<file path="config.mk">
export PLATFORM = sky130hd
export DESIGN_NAME = lfsr_galois_multi
export DESIGN_NICKNAME = d
export VERILOG_FILES = /design/src/rtl/lfsr_galois_multi.sv
export SDC_FILE = /design/constraint.sdc
export NUM_CORES = 1
export LEC_CHECK = 0
export ABC_CLOCK_PERIOD_IN_PS = 2000
export BUFFER_PORTS_ARGS = -buffer_cell sky130_fd_sc_hd__buf_2
export CELL_PAD_IN_SITES_DETAIL_PLACEMENT = 2
export CELL_PAD_IN_SITES_GLOBAL_PLACEMENT = 2
export CORE_MARGIN = 2
export CORE_UTILIZATION = 29
export DETAILED_ROUTE_END_ITERATION = 10
export PLACE_DENSITY = 0.72
export RECOVER_POWER = 50
export SLEW_MARGIN = 20
export SYNTH_ARGS = -nofsm -noshare
export SYNTH_HDL_FRONTEND = slang
export SYNTH_SLANG_ARGS = --single-unit
</file>
<file path="constraint.sdc">
create_clock -name clk -period 2 [get_ports clk]
set_input_delay 0.2 -clock clk [delete_from_list [all_inputs] [get_ports clk]]
set_output_delay 0.2 -clock clk [all_outputs]
set_load 0.05 [all_outputs]
</file>
<file path="src/rtl/lfsr_galois_multi.sv">
// Parametrised LFSR (Galois or Fibonacci form) with N steps per enabled cycle,
// parallel load, zero-load lock-up recovery and a seed-to-seed period monitor.
module lfsr_galois_multi #(
    parameter int unsigned      WIDTH     = 5,
    parameter logic [WIDTH-1:0] TAPS      = 5'b10100,
    parameter bit               FIBONACCI = 1'b0,
    parameter int unsigned      STEPS     = 1,
    parameter logic [WIDTH-1:0] SEED      = WIDTH'(1)
) (
    input  logic             clk,
    input  logic             reset,
    input  logic             en,
    input  logic             load,
    input  logic [WIDTH-1:0] load_value,
    output logic [WIDTH-1:0] q,
    output logic             seed_hit,
    output logic             lockup,
    output logic [WIDTH-1:0] period,
    output logic             period_valid
);

    localparam logic [WIDTH-1:0] ALL_ONES = {WIDTH{1'b1}};

    logic [WIDTH-1:0] cnt;
    logic [WIDTH-1:0] cnt_inc;
    logic [WIDTH-1:0] stepped;
    logic [WIDTH-1:0] q_n;
    logic [WIDTH-1:0] cnt_n;
    logic [WIDTH-1:0] period_n;
    logic             hit_n;
    logic             lock_n;
    logic             pv_n;

    // One shift of the register in the configured form.
    function automatic logic [WIDTH-1:0] step1(input logic [WIDTH-1:0] s);
        logic [WIDTH-1:0] n;
        n = s >> 1;
        if (FIBONACCI) begin
            n[WIDTH-1] = ^(s & TAPS);
        end else begin
            n[WIDTH-1] = s[0];
            for (int unsigned i = 0; i < WIDTH - 1; i++) begin
                n[i] = s[i+1] ^ (TAPS[i] & s[0]);
            end
        end
        return n;
    endfunction

    // STEPS shifts chained combinationally; only the final state is used.
    always_comb begin : step_unroll
        stepped = q;
        for (int unsigned k = 0; k < STEPS; k++) begin
            stepped = step1(stepped);
        end
    end

    assign cnt_inc = (cnt == ALL_ONES) ? cnt : cnt + WIDTH'(1);

    // Next-state selection: load beats en; idle holds everything but the pulse.
    always_comb begin : next_state
        q_n      = q;
        cnt_n    = cnt;
        period_n = period;
        pv_n     = period_valid;
        lock_n   = lockup;
        hit_n    = 1'b0;
        if (load) begin
            cnt_n = '0;
            if (load_value == '0) begin
                q_n    = SEED;
                lock_n = 1'b1;
            end else begin
                q_n = load_value;
            end
        end else if (en) begin
            q_n = stepped;
            if (stepped == SEED) begin
                hit_n    = 1'b1;
                period_n = cnt_inc;
                pv_n     = 1'b1;
                cnt_n    = '0;
            end else begin
                cnt_n = cnt_inc;
            end
        end
    end

    always_ff @(posedge clk) begin : state_reg
        if (reset) begin
            q            <= SEED;
            cnt          <= '0;
            period       <= '0;
            period_valid <= 1'b0;
            lockup       <= 1'b0;
            seed_hit     <= 1'b0;
        end else begin
            q            <= q_n;
            cnt          <= cnt_n;
            period       <= period_n;
            period_valid <= pv_n;
            lockup       <= lock_n;
            seed_hit     <= hit_n;
        end
    end

endmodule

</file>
-- Word level (Yosys, flattened, before mapping)
Cells that the tools add are included.
- div/mod/pow operators: 0
- reduce and logical (&&, ||, !) cells: 6
- bitwise logic cells: 3
- equal/unequal tests: 2
- add/subtract/negate cells: 1
- multipliers: 0
- multiplexer cells: 6
- order comparisons: 0
- shifts and indexed selects: 0
- operators by type and width (kind ; count):
    5-bit 2-to-1 mux ; 5
    5-bit by 1-bit adder with 5-bit output (second input constant) ; 1
    5-bit by 1-bit == test with 1-bit output (second input constant) ; 1
    5-bit == test (second input constant) ; 1
    5-bit zero test ; 1
    3-bit AND reduction ; 1
    3-bit OR reduction ; 1
    1-bit NOT ; 2
    2-bit AND reduction ; 1
    2-bit nonzero test ; 1
    2-bit OR reduction ; 1
    1-bit 2-to-1 mux ; 1
    1-bit XOR ; 1
- bits in writable memories: 0
- output and inout port bits: 13
- ROM bits: 0
- memories kept: 0
- register bits: 18
- word-level logic and storage cells: 24
- latch bits: 0
- bits of input ports: 9

-- Logic depth before layout (Yosys ltp)
Gate-level depths: netlist of run 1.
- depth after elaboration: 3
- depth in mapped cells: 5
- mapped depth without buffers: 5

-- Least setup slack after synthesis of run 1
Ideal clock, no wire load.
- kind: register to register
- start: register q[1]
- end: register period[2]
- library setup time: 0.067 ns
- stages on the path, launching flop included: 5
- arrival: 1.582 ns
- data required time: 1.933 ns
- path slack: 0.351 ns
- buffers on the path: 0
- cell sequence: dfxtp_1 -> and4bb_4 -> nand2_4 -> or3_1 -> a21oi_2
- longest elaborated chain between the ends: 2
- ends and longest elaborated chain (element ; line ; text):
    start, declared ; 15 ; output logic [WIDTH-1:0] q,
    start signal, assigned ; 97 ; q <= q_n;
    5-bit by 1-bit == test with 1-bit output ; 77 ; if (stepped == SEED) begin
    3-bit AND reduction (no source line) ; n/a ;
    end signal, assigned ; 99 ; period <= period_n;
    end, declared ; 18 ; output logic [WIDTH-1:0] period,
Every way passes these cells.
A chain may end at the register's enable or synchronous reset.

-- Worst setup path after layout of run 1
- start: register cnt[0]
- end: register period[1]
- longest elaborated chain between the ends: 2
- elaborated cells between the ends (all ways): 3
- classes of those cells: add/sub (1); eq/ne (1); mux (1)
- ends and longest elaborated chain (element ; line ; text):
    start, declared ; 24 ; logic [WIDTH-1:0] cnt;
    start signal, assigned ; 98 ; cnt <= cnt_n;
    5-bit by 1-bit adder with 5-bit output or 5-bit == test (tied branches) ; 57 ; assign cnt_inc = (cnt == ALL_ONES) ? cnt : cnt + WIDTH'(1);
    5-bit 2-to-1 mux * ; 57 ;
Every way passes the cells marked *; elsewhere a longest branch is shown, timed or not.

==> summary.md, run 1 <==
| Metric | Value |
|---|---|
| Pins Over Slew Limit | 0 |
| Post-synthesis sequential area ratio | between 40% and 50% |
| Max-Cap Viols | 0 |
| RSZ-0062 raised after global routing | no |
| Number of enable flip-flop cells after synthesis | 0 |
| Min cycle time layout | 1.63 ns |
| Fraction of layout cells with a size suffix above 1 | 18.6% |
| Max transition margin | 59.8% |
| Cell Chain, Critical Path | ha_1, nand4_1, mux2_2, nor2_1, nor3_1 |
| Met3 Use GR | 2.86% |
| DRC Markers | 0 |
| Core Region | roughly 0.0028 mm^2 |
| Die area | 0.00342 mm^2 |
| Final setup viols | 0 |
| CP max stage delay | 0.47 ns |
| Post-CTS Setup Repair Bufs | 0 |
| Clk slew on worst S/H paths | 0.11 ns |
| Largest net degree at the start of global routing | 15 |
| Worst Hold Class | in2reg |
| Fillers | around 340 |
| Worst EP required | 2.18 ns |
| TritonCTS clock tree | done |
| Fin nets | 129 |
| Hold-fix buffers at CTS | 0 |
| DRT iter0 DRCs | 10 |
| Synthesized cell area | 861 um^2 |
| Via density | 5.36 |
| Ys Warns | 0 |
| Initial antenna violation count | 0 |
| Die outline height | 58.5 um |
| #FFs+latches synth | 18 |
| Async set or reset register ratio after synthesis | 0% |
| Post-CTS sizing | 0 |
| CTS root buffer | clkbuf_4 |
| Met1 usage | 18.1% |
| Total global routing track utilization | 14.8% |
| Clock Latency Late Sink | 0.29 ns |
| Static Leak | 0.000396 uW |
| H-tree depth | 1 |
| Initial Util | 30.9% |
| Total wire length | 2320 um |
| Post-synth top flop | dfxtp_1 |
| Final period util | about four fifths |
| Design Area, Final | 987 um^2 |
| Vias | ~800 |
| DP Area | a little under 0.001 mm^2 |
| Crit path capture type | flop |
| Layout Skew | roughly 0.0028 ns |
| Setup TNS after final layout | 0 ns |
| Global route overflow | 0 |
| CTS sink cnt | 18 |
| Area delta synth->final | 14.7% |
| Vias in the first global route | roughly 790 |
| Fmax achieved | about 600 MHz |
| Final ANT Viol Nets | 0 |
| Hold Fails Final Rpt | 0 |
| Max clock buf depth | 2 |
| Placement Rows | 19 |
| DRT Pass-1 Iters | 2 |
| Unique masters post-synth | 36 |
| Max VDD drop | 0.387 mV |
| Diodes inserted | 0 |
| Pwr/cell area | 724 mW/mm^2 |
| RePlAce Congestion | 0.829 |
| Routed wire per std cell | 15.6 um |
| Total Power | slightly above 700 uW |
| Syn nets | 108 |
| Synth Instances | 98 |
| Worst-path fanout max | 7 |
| Worst setup SP type | flop |
| Global route hottest layer | met2 |
| Slowest stage cell on the critical path | dfxtp_1 |
| Slew at the pin closest to its max-slew limit | 0.606 ns |
| Port Buffer Count | 21 |
| CTS Buf Count | 3 |
| Syn Area/Cell | 8.78 um^2 |
| # IOs | 22 |
| WP data arrival | around 1.8 ns |
| DIE WIDTH | about 58 um |
| First-pass GRT wire length | 3850 um |
| Critical path type | reg2reg |
| Status | finished, final reports clean |
| Met2 GRT Util | 26.2% |
| Post-DP HPWL | 1770 um |
-- logic make-up (layout without fill, tap and decap cells) --
family,count (synthesis),in the layout,synth area share (%)
muxes,6,6,7.12
xor gates and xnor gates,2,2,2.04
DFF,18,18,41.9
adders and majority gates,1,1,1.45
AOI/OAI and AO/OA,21,21,15.0
and+or+nand+nor,43,43,27.5
buffers and inverters,7,27,5.09
-- where the power goes --
part / internal [uW] / total (uW) / switching, uW
clock network: 111 / 226 / 115
registers: 368 / 383 / 14.9
logic: 34.1 / 106 / 71.5
-- synthesized netlist by cell type, types with 2 or more instances --
cell type,number,area [um^2]
nor3_1,4,20.0
dfxtp_1,18,360
nand2_1,8,30.0
nor2_1,14,52.6
clkbuf_1,2,7.51
o21ai_0,2,10.0
nand3_1,3,15.0
a31oi_1,2,12.5
a21oi_1,10,50.1
inv_1,2,7.51
and2_1,2,12.5
mux2i_1,5,50.1
or3_1,2,12.5
a41oi_1,2,17.5
-- area by class of cell --
class | count | area (um^2) | share of cell area, %
clock buffers | 4 | 36.3 | 3.68
repair buffers | 21 | 95.1 | 9.63
multi-input cells | 73 | 449 | 45.5
flip-flops and latches | 18 | 360 | 36.5
inverters | 2 | 7.51 | 0.760
well taps | 31 | 38.8 | 3.93
-- worst paths after layout --
kind                to          start  depth (start not counted)  slack [ns]
min               q[4]  load_value[4]                          3        0.15
min reg2reg  period[2]      period[2]                          2        0.48
max reg2reg  period[1]         cnt[0]                          5        0.37
max          period[1]         cnt[0]                          5        0.37
-- worst max-delay path, delay by kind of cell (launching register included) --
kind | cells | cell delay [ns]
flops | 1 | 0.47
simple gates | 3 | 0.39
mux | 1 | 0.35
fa+ha+maj | 1 | 0.31
-- through the flow --
step / std cells / utilization [%] / hold slack [ns] / setup slack (ns)
after floorplan: 98 / - / 0.279 / 0.351
after global placement: 145 / 34.8 / 0.445 / 0.493
after detailed placement: 145 / 34.8 / 0.456 / 0.380
after CTS: 149 / 36.1 / 0.141 / 0.350
after global routing: 149 / 35.5 / 0.174 / 0.204
final: 149 / 35.5 / 0.146 / 0.369
-- registers in the layout (all words and copies together), names as in the netlist --
register and flops:
cnt 5, period 5, q 5, lockup 1, period_valid 1, seed_hit 1
-- cell usage in the layout, fill, tap and decap left out, types with 2 or more instances in the layout --
cell,netlist,routed
dfxtp_1,18,18
nor2_1,14,14
buf_2,1,13
a21oi_1,10,10
nand2_1,8,9
clkbuf_1,2,8
mux2i_1,5,5
nor3_1,4,4
nand3_1,3,3
clkbuf_4,0,3
inv_1,2,2
a41oi_1,2,2
a31oi_1,2,2
o21ai_0,2,2
or3_1,2,2
-- per-layer routing --
metal / part of all wire, % / vias to the layer above
li1: - / 387
met1: 44 / 393
met2: 51 / 15
met3: 3.6 / 4
met4: 1.3 / 0
met5: 0 / -
No activity file was read; power rests on OpenSTA's default activity.
==> run 2: changes to the inputs <==
--- a/config.mk
+++ b/config.mk
@@ -5,7 +5,7 @@
 export SDC_FILE = /design/constraint.sdc
 export NUM_CORES = 1
 export LEC_CHECK = 0
-export ABC_CLOCK_PERIOD_IN_PS = 2000
+export ABC_CLOCK_PERIOD_IN_PS = 1690
 export BUFFER_PORTS_ARGS = -buffer_cell sky130_fd_sc_hd__buf_2
 export CELL_PAD_IN_SITES_DETAIL_PLACEMENT = 2
 export CELL_PAD_IN_SITES_GLOBAL_PLACEMENT = 2
==> constraint.sdc (replaced) <==
create_clock -name clk -period 1.69 [get_ports clk]
set_input_delay 0.169 -clock clk [delete_from_list [all_inputs] [get_ports clk]]
set_output_delay 0.169 -clock clk [all_outputs]
set_load 0.05 [all_outputs]
==> run 2 against run 1 <==
First-iteration DRC count decreased by 40%. Clock power up 21%. Register-to-register slack lost 0.16 ns. Setup slack worse by 0.16 ns. Maximum frequency grew 9.9%. Via count up 1.1%. Critical path depth did not move. Clock skew shrank 0.0017 ns. Sequential power is 18% higher. Largest power group unchanged. Highest routed layer unchanged.
==> summary.md, run 2 (synthesis results as in run 1) <==
| Metric | Value |
|---|---|
| Worst-path fanout max | 7 (unchanged) |
| Largest net degree at the start of global routing | 15 (unchanged) |
| R2r worst-path depth | 5 (unchanged) |
| Clk slew on worst S/H paths | 0.11 ns (about the same) |
| Max transition margin | 60.0% (+0.25 points) |
| Max VDD drop | 0.374 mV (-3.3%) |
| Reg area | 362 um^2 (+0.35%) |
| Final period util | 87.8% (+6.3 points) |
| Hold Crit Depth | 3 (unchanged) |
| Initial antenna violation count | 0 (unchanged) |
| Hold EP | q[4] |
| Setup WS post-layout | 0.205 ns (-0.164 ns) |
| Footprint of the multi-input gates | 455 um^2 (+1.4%) |
| Cell Chain, Critical Path | ha_2, nand4_1, mux2_2, nand3_1, a21oi_1 |
| # IOs | 22 (unchanged) |
| Commonest non-fill, non-tap cell in the layout | dfxtp_1 |
| Final ANT Viol Nets | 0 (unchanged) |
| Hold-fix buffers at CTS | 0 (unchanged) |
| Static Leak | 0.000409 uW (+3.2%) |
| First-pass GRT wire length | 3650 um (-5.2%) |
| Status | finished, final reports clean |
| Placement Rows | 19 (unchanged) |
| Slew at the pin closest to its max-slew limit | 0.602 ns (-0.00375 ns) |
| Via density | 5.39 (+0.45%) |
| TritonCTS clock tree | done |
| Layout Skew | 0.00113 ns (-0.00169 ns) |
| Max clock buf depth | 2 (unchanged) |
| Final setup viols | 0 (unchanged) |
| Hold Fails Final Rpt | 0 (unchanged) |
| Total wire length | 2290 um (-1.5%) |
| Pre-CTS setup slack | 0.0222 ns (-0.358 ns) |
| Area delta synth->final | 16.4% |
| WP data arrival | 1.68 ns (-0.13 ns) |
| Pins Over Slew Limit | 0 (unchanged) |
| Fmax achieved | 674 MHz (+9.9%) |
| Most frequent cells in the layout | dfxtp_1, nor2_1, buf_2, a21oi_1 |
| R2R Setup Slk | 0.21 ns (-0.16 ns) |
| Critical path type | reg2reg |
| Slowest stage cell on the critical path | dfxtp_1 |
| RSZ-0062 raised after global routing | no |
| CTS sink cnt | 18 (unchanged) |
| DIE WIDTH | 58.5 um (unchanged) |
| Initial Util | 30.9% (unchanged) |
| Fillers | 337 (+0.30%) |
| CTS root buffer | clkbuf_4 |
| Global route overflow | 0 (unchanged) |
| DRT Pass-1 Iters | 2 (unchanged) |
| Hold Startpoint | load_value[4] |
| Routed wire per std cell | 15.2 um (-2.2%) |
| Fin nets | 130 (+0.78%) |
| RePlAce Congestion | 0.807 (-2.7%) |
| Cell family with most CP delay | flip-flops |
| Diodes inserted | 0 (unchanged) |
| Port Buffer Count | 21 (unchanged) |
| Die outline height | 58.5 um (unchanged) |
| Reg2reg end | cnt[1] |
| Buf/Inv on CP | 0 (unchanged) |
| Vias | 808 (+1.1%) |
| Worst setup SP type | flop |
| Post-DP HPWL | 1720 um (-2.6%) |
| Worst Hold Class | in2reg |
| Util after Layout | 36.0% (+0.54 points) |
| CP max stage delay | 0.42 ns (-0.05 ns) |
| DRC Markers | 0 (unchanged) |
| Top flop regs | cnt: 5 flops, period: 5 flops, q: 5 flops |
| Fraction of layout cells with a size suffix above 1 | 21.0% (+2.4 points) |
| H-tree depth | 1 (unchanged) |
| Clock Latency Late Sink | 0.29 ns (about the same) |
| Core Region | 0.00278 mm^2 (unchanged) |
| Setup TNS after final layout | 0 ns (unchanged) |
| Vias in the first global route | 787 (-0.88%) |
| Total global routing track utilization | 14.1% (-0.71 points) |
| FF-to-FF Start | cnt[1] |
| Worst EP required | 1.88 ns (-0.30 ns) |
| Min cycle time layout | 1.48 ns (-0.146 ns) |
| Crit path capture type | flop |
| Max-Cap Viols | 0 (unchanged) |
| CTS Buf Count | 3 (unchanged) |
| DRT iter0 DRCs | 6 (-4) |
| Pwr/cell area | 851 mW/mm^2 (+18%) |
| Total Power | 853 uW (+19%) |
| Die area | 0.00342 mm^2 (unchanged) |
## run 2: cell count changes in the layout (fill, tap and decap cells not counted)
cell      previous run  this run
and4bb_4             1         0
nand2_1              9         8
and4bb_1             0         1
nand2_4              0         1
ha_1                 1         0
dfxtp_2              0         1
dfxtp_1             18        17
buf_4                0         1
ha_2                 0         1
## run 2: per-stage QoR
stage	hold slack (ns)	cells	instance area, um^2
finish	0.117	150	1000
global route	0.133	150	1000
CTS	0.111	149	1010
detailed placement	0.426	145	968
global placement	0.421	145	968
floorplan	0.248	98	861
## run 2: per-layer routing
metal	track usage [%]	up-vias	wire, um
li1	-	393	-
met5	0	-	0
met4	3.99	0	17
met2	25.0	13	1130
met3	2.64	2	86
met1	17.1	400	1050
## run 2: power by group
| part | internal, uW | switching, uW |
|---|---|---|
| logic | 40.5 | 85.8 |
| registers | 436 | 17.1 |
| clock network | 131 | 142 |
| total | 608 | 245 |
## run 2: worst max path at each step
stage          startpoint         to  slack, ns  cells after the start
2_1_floorplan        q[1]  period[2]       0.04                      4
3_3_place_gp       cnt[0]  period[1]       0.17                      5
3_5_place_dp       cnt[0]  period[1]       0.02                      5
4_1_cts            cnt[0]     cnt[1]       0.04                      5
5_1_grt            cnt[1]     cnt[1]       0.09                      5
6_report           cnt[1]     cnt[1]       0.21                      5
## run 2: what timing repair did
item	in CTS	in global routing
gates resized for setup	1	1
endpoints found under the setup margin	1	2
setup buffers	0	1
## run 2: layout make-up
type | count | share of cell area [%]
multi-input combinational | 73 | 45.4
sequential | 18 | 36.1
timing repair buffer | 22 | 10.2
tap | 31 | 3.87
clock buffer | 4 | 3.62
inverter | 2 | 0.749
## run 2: tightest hold or removal path, stage by stage
cell and delay (ns):
buf_2 0.09, a21oi_1 0.05, nor2_1 0.07
==> run 3: changes to the inputs <==
--- a/config.mk
+++ b/config.mk
@@ -12,7 +12,7 @@
 export CORE_MARGIN = 2
 export CORE_UTILIZATION = 29
 export DETAILED_ROUTE_END_ITERATION = 10
-export PLACE_DENSITY = 0.72
+export PLACE_DENSITY = 0.86
 export RECOVER_POWER = 50
 export SLEW_MARGIN = 20
 export SYNTH_ARGS = -nofsm -noshare
==> run 3 against run 2 <==
Maximum frequency fell by 3.6%. Final area down 0.12%. Register-to-register slack got worse by 0.06 ns. Hold slack lost 0.0094 ns. Clock power increased by 4%. Highest routed layer unchanged.
==> summary.md, run 3 (synthesis results as in run 1) <==
| Metric | Value |
|---|---|
| Status | finished, final reports clean |
| Area delta synth->final | 16.3% |
| Post-CTS sizing | 0 (-1) |
| Buf/Inv on CP | 0 (unchanged) |
| Reg area | 362 um^2 (unchanged) |
| RePlAce Congestion | 0.763 (-5.4%) |
| Fmax achieved | 649 MHz (-3.6%) |
| First-pass GRT wire length | 4070 um (+12%) |
| RSZ-0062 raised after global routing | no |
| # IOs | 22 (unchanged) |
| Largest net degree at the start of global routing | 15 (unchanged) |
| Initial Util | 30.9% (unchanged) |
| CTS sink cnt | 18 (unchanged) |
| Setup TNS after final layout | 0 ns (unchanged) |
| Cell Chain, Critical Path | ha_2, nand4_1, mux2_2, nand3_1, a21oi_1 |
| DRC Markers | 0 (unchanged) |
| DIE WIDTH | 58.5 um (unchanged) |
| Port Buffer Count | 21 (unchanged) |
| Crit path capture type | flop |
| Clk slew on worst S/H paths | 0.11 ns (about the same) |
| Placement Rows | 19 (unchanged) |
| Die area | 0.00342 mm^2 (unchanged) |
| Hold Crit Depth | 3 (unchanged) |
| H-tree depth | 1 (unchanged) |
| Hold Startpoint | load_value[4] |
| Core Region | 0.00278 mm^2 (unchanged) |
| Via density | 5.32 (-1.2%) |
| Die outline height | 58.5 um (unchanged) |
| Layout Skew | 0.00117 ns (+0.0000417 ns) |
| FF-to-FF Start | cnt[1] |
| Final ANT Viol Nets | 0 (unchanged) |
| WP data arrival | 1.75 ns (+0.07 ns) |
| Max clock buf depth | 2 (unchanged) |
| Post-DP HPWL | 1820 um (+5.6%) |
| Initial antenna violation count | 0 (unchanged) |
| Pins Over Slew Limit | 0 (unchanged) |
| Cell family with most CP delay | flip-flops |
| Worst setup SP type | flop |
| Global route overflow | 0 (unchanged) |
| Routed wire per std cell | 16.0 um (+5.1%) |
| Fin nets | 130 (unchanged) |
| Total wire length | 2400 um (+5.1%) |
| Final setup viols | 0 (unchanged) |
| Slowest stage cell on the critical path | dfxtp_1 |
| Hold-fix buffers at CTS | 0 (unchanged) |
| Fraction of layout cells with a size suffix above 1 | 20.2% (-0.84 points) |
| Final period util | 91.1% (+3.3 points) |
| Diodes inserted | 0 (unchanged) |
| DRT Pass-1 Iters | 4 (+2) |
| Worst-path fanout max | 7 (unchanged) |
| Top flop regs | cnt: 5 flops, period: 5 flops, q: 5 flops |
| CP max stage delay | 0.42 ns (about the same) |
| Hold Fails Final Rpt | 0 (unchanged) |
| Most frequent cells in the layout | dfxtp_1, nor2_1, buf_2, a21oi_1, clkbuf_1 |
| Hold EP | q[4] |
| Util after Layout | 36.0% (-0.045 points) |
| Critical path type | reg2reg |
| Reg2reg end | cnt[1] |
| Commonest non-fill, non-tap cell in the layout | dfxtp_1 |
| Pwr/cell area | 866 mW/mm^2 (+1.7%) |
| Static Leak | 0.000405 uW (-0.91%) |
| R2r worst-path depth | 5 (unchanged) |
| Max VDD drop | 0.450 mV (+20%) |
| Slew at the pin closest to its max-slew limit | 0.628 ns (+0.0260 ns) |
| Min cycle time layout | 1.54 ns (+0.0551 ns) |
| Fillers | 324 (-3.9%) |
| Vias in the first global route | 898 (+14%) |
| Post-CTS Setup Repair Bufs | 0 (unchanged) |
| Worst EP required | 1.90 ns (+0.02 ns) |
| Max transition margin | 58.3% (-1.7 points) |
| Max-Cap Viols | 0 (unchanged) |
| Footprint of the multi-input gates | 455 um^2 (unchanged) |
| CTS Buf Count | 3 (unchanged) |
| DRT iter0 DRCs | 6 (unchanged) |
| CTS root buffer | clkbuf_4 |
| Clock Latency Late Sink | 0.31 ns (+0.02 ns) |
| R2R Setup Slk | 0.15 ns (-0.06 ns) |
| Worst Hold Class | in2reg |
| Total global routing track utilization | 15.9% (+1.8 points) |
| Vias | 798 (-1.2%) |
| TritonCTS clock tree | done |
[run 3: cell count changes in the layout (fill, tap and decap cells not counted)]
| cell | delta |
|---|---|
| buf_2 | -1 |
| clkbuf_1 | +1 |
[run 3: per-stage QoR]
stage               total power (uW)  instance area [um^2]  hold slack, ns  cells  setup WS (ns)
floorplan                        554                   861           0.248     98         0.0413
global placement                 588                   976           0.420    146          0.192
detailed placement               594                   976           0.433    146         0.0426
CTS                              879                  1010           0.111    150         0.0108
global route                     900                  1000           0.124    150         0.0194
finish                           867                  1000           0.108    150          0.150
[run 3: how the worst max path moves through the flow]
stage | startpoint | endpoint | slack (ns) | cells past startpoint
5_1_grt | cnt[1] | cnt[1] | 0.02 | 5
3_5_place_dp | cnt[0] | period[1] | 0.04 | 5
3_3_place_gp | cnt[0] | period[1] | 0.19 | 5
6_report | cnt[1] | cnt[1] | 0.15 | 5
4_1_cts | cnt[0] | cnt[1] | 0.01 | 5
2_1_floorplan | q[1] | period[2] | 0.04 | 4
[run 3: power breakdown]
part | switching, uW | leakage (uW) | internal [uW] | total, uW
clock network | 153 | 0.0000210 | 132 | 284
logic | 86.9 | 0.000237 | 41.9 | 129
registers | 17.3 | 0.000147 | 436 | 454
total | 257 | 0.000405 | 610 | 867
[run 3: worst reg2reg max path, cell delays in order, from the launching register on]
cell and delay [ns]:
dfxtp_1 0.42, ha_2 0.28, nand4_1 0.22, mux2_2 0.35
nand3_1 0.09, a21oi_1 0.08
[run 3: area by class of cell]
class                           count  area share (%)
Tap cell                           31            3.88
Multi-Input combinational cell     73            45.5
Sequential cell                    18            36.1
Timing Repair Buffer               22            10.1
Inverter                            2           0.750
Clock buffer                        4            3.62
[run 3: per-layer routing]
metal	GRT usage [%]	wire (um)	up-vias
met5	0	0	-
met4	6.98	44	0
met3	1.98	74	5
met2	29.5	1260	17
met1	18.0	1020	385
li1	-	-	391
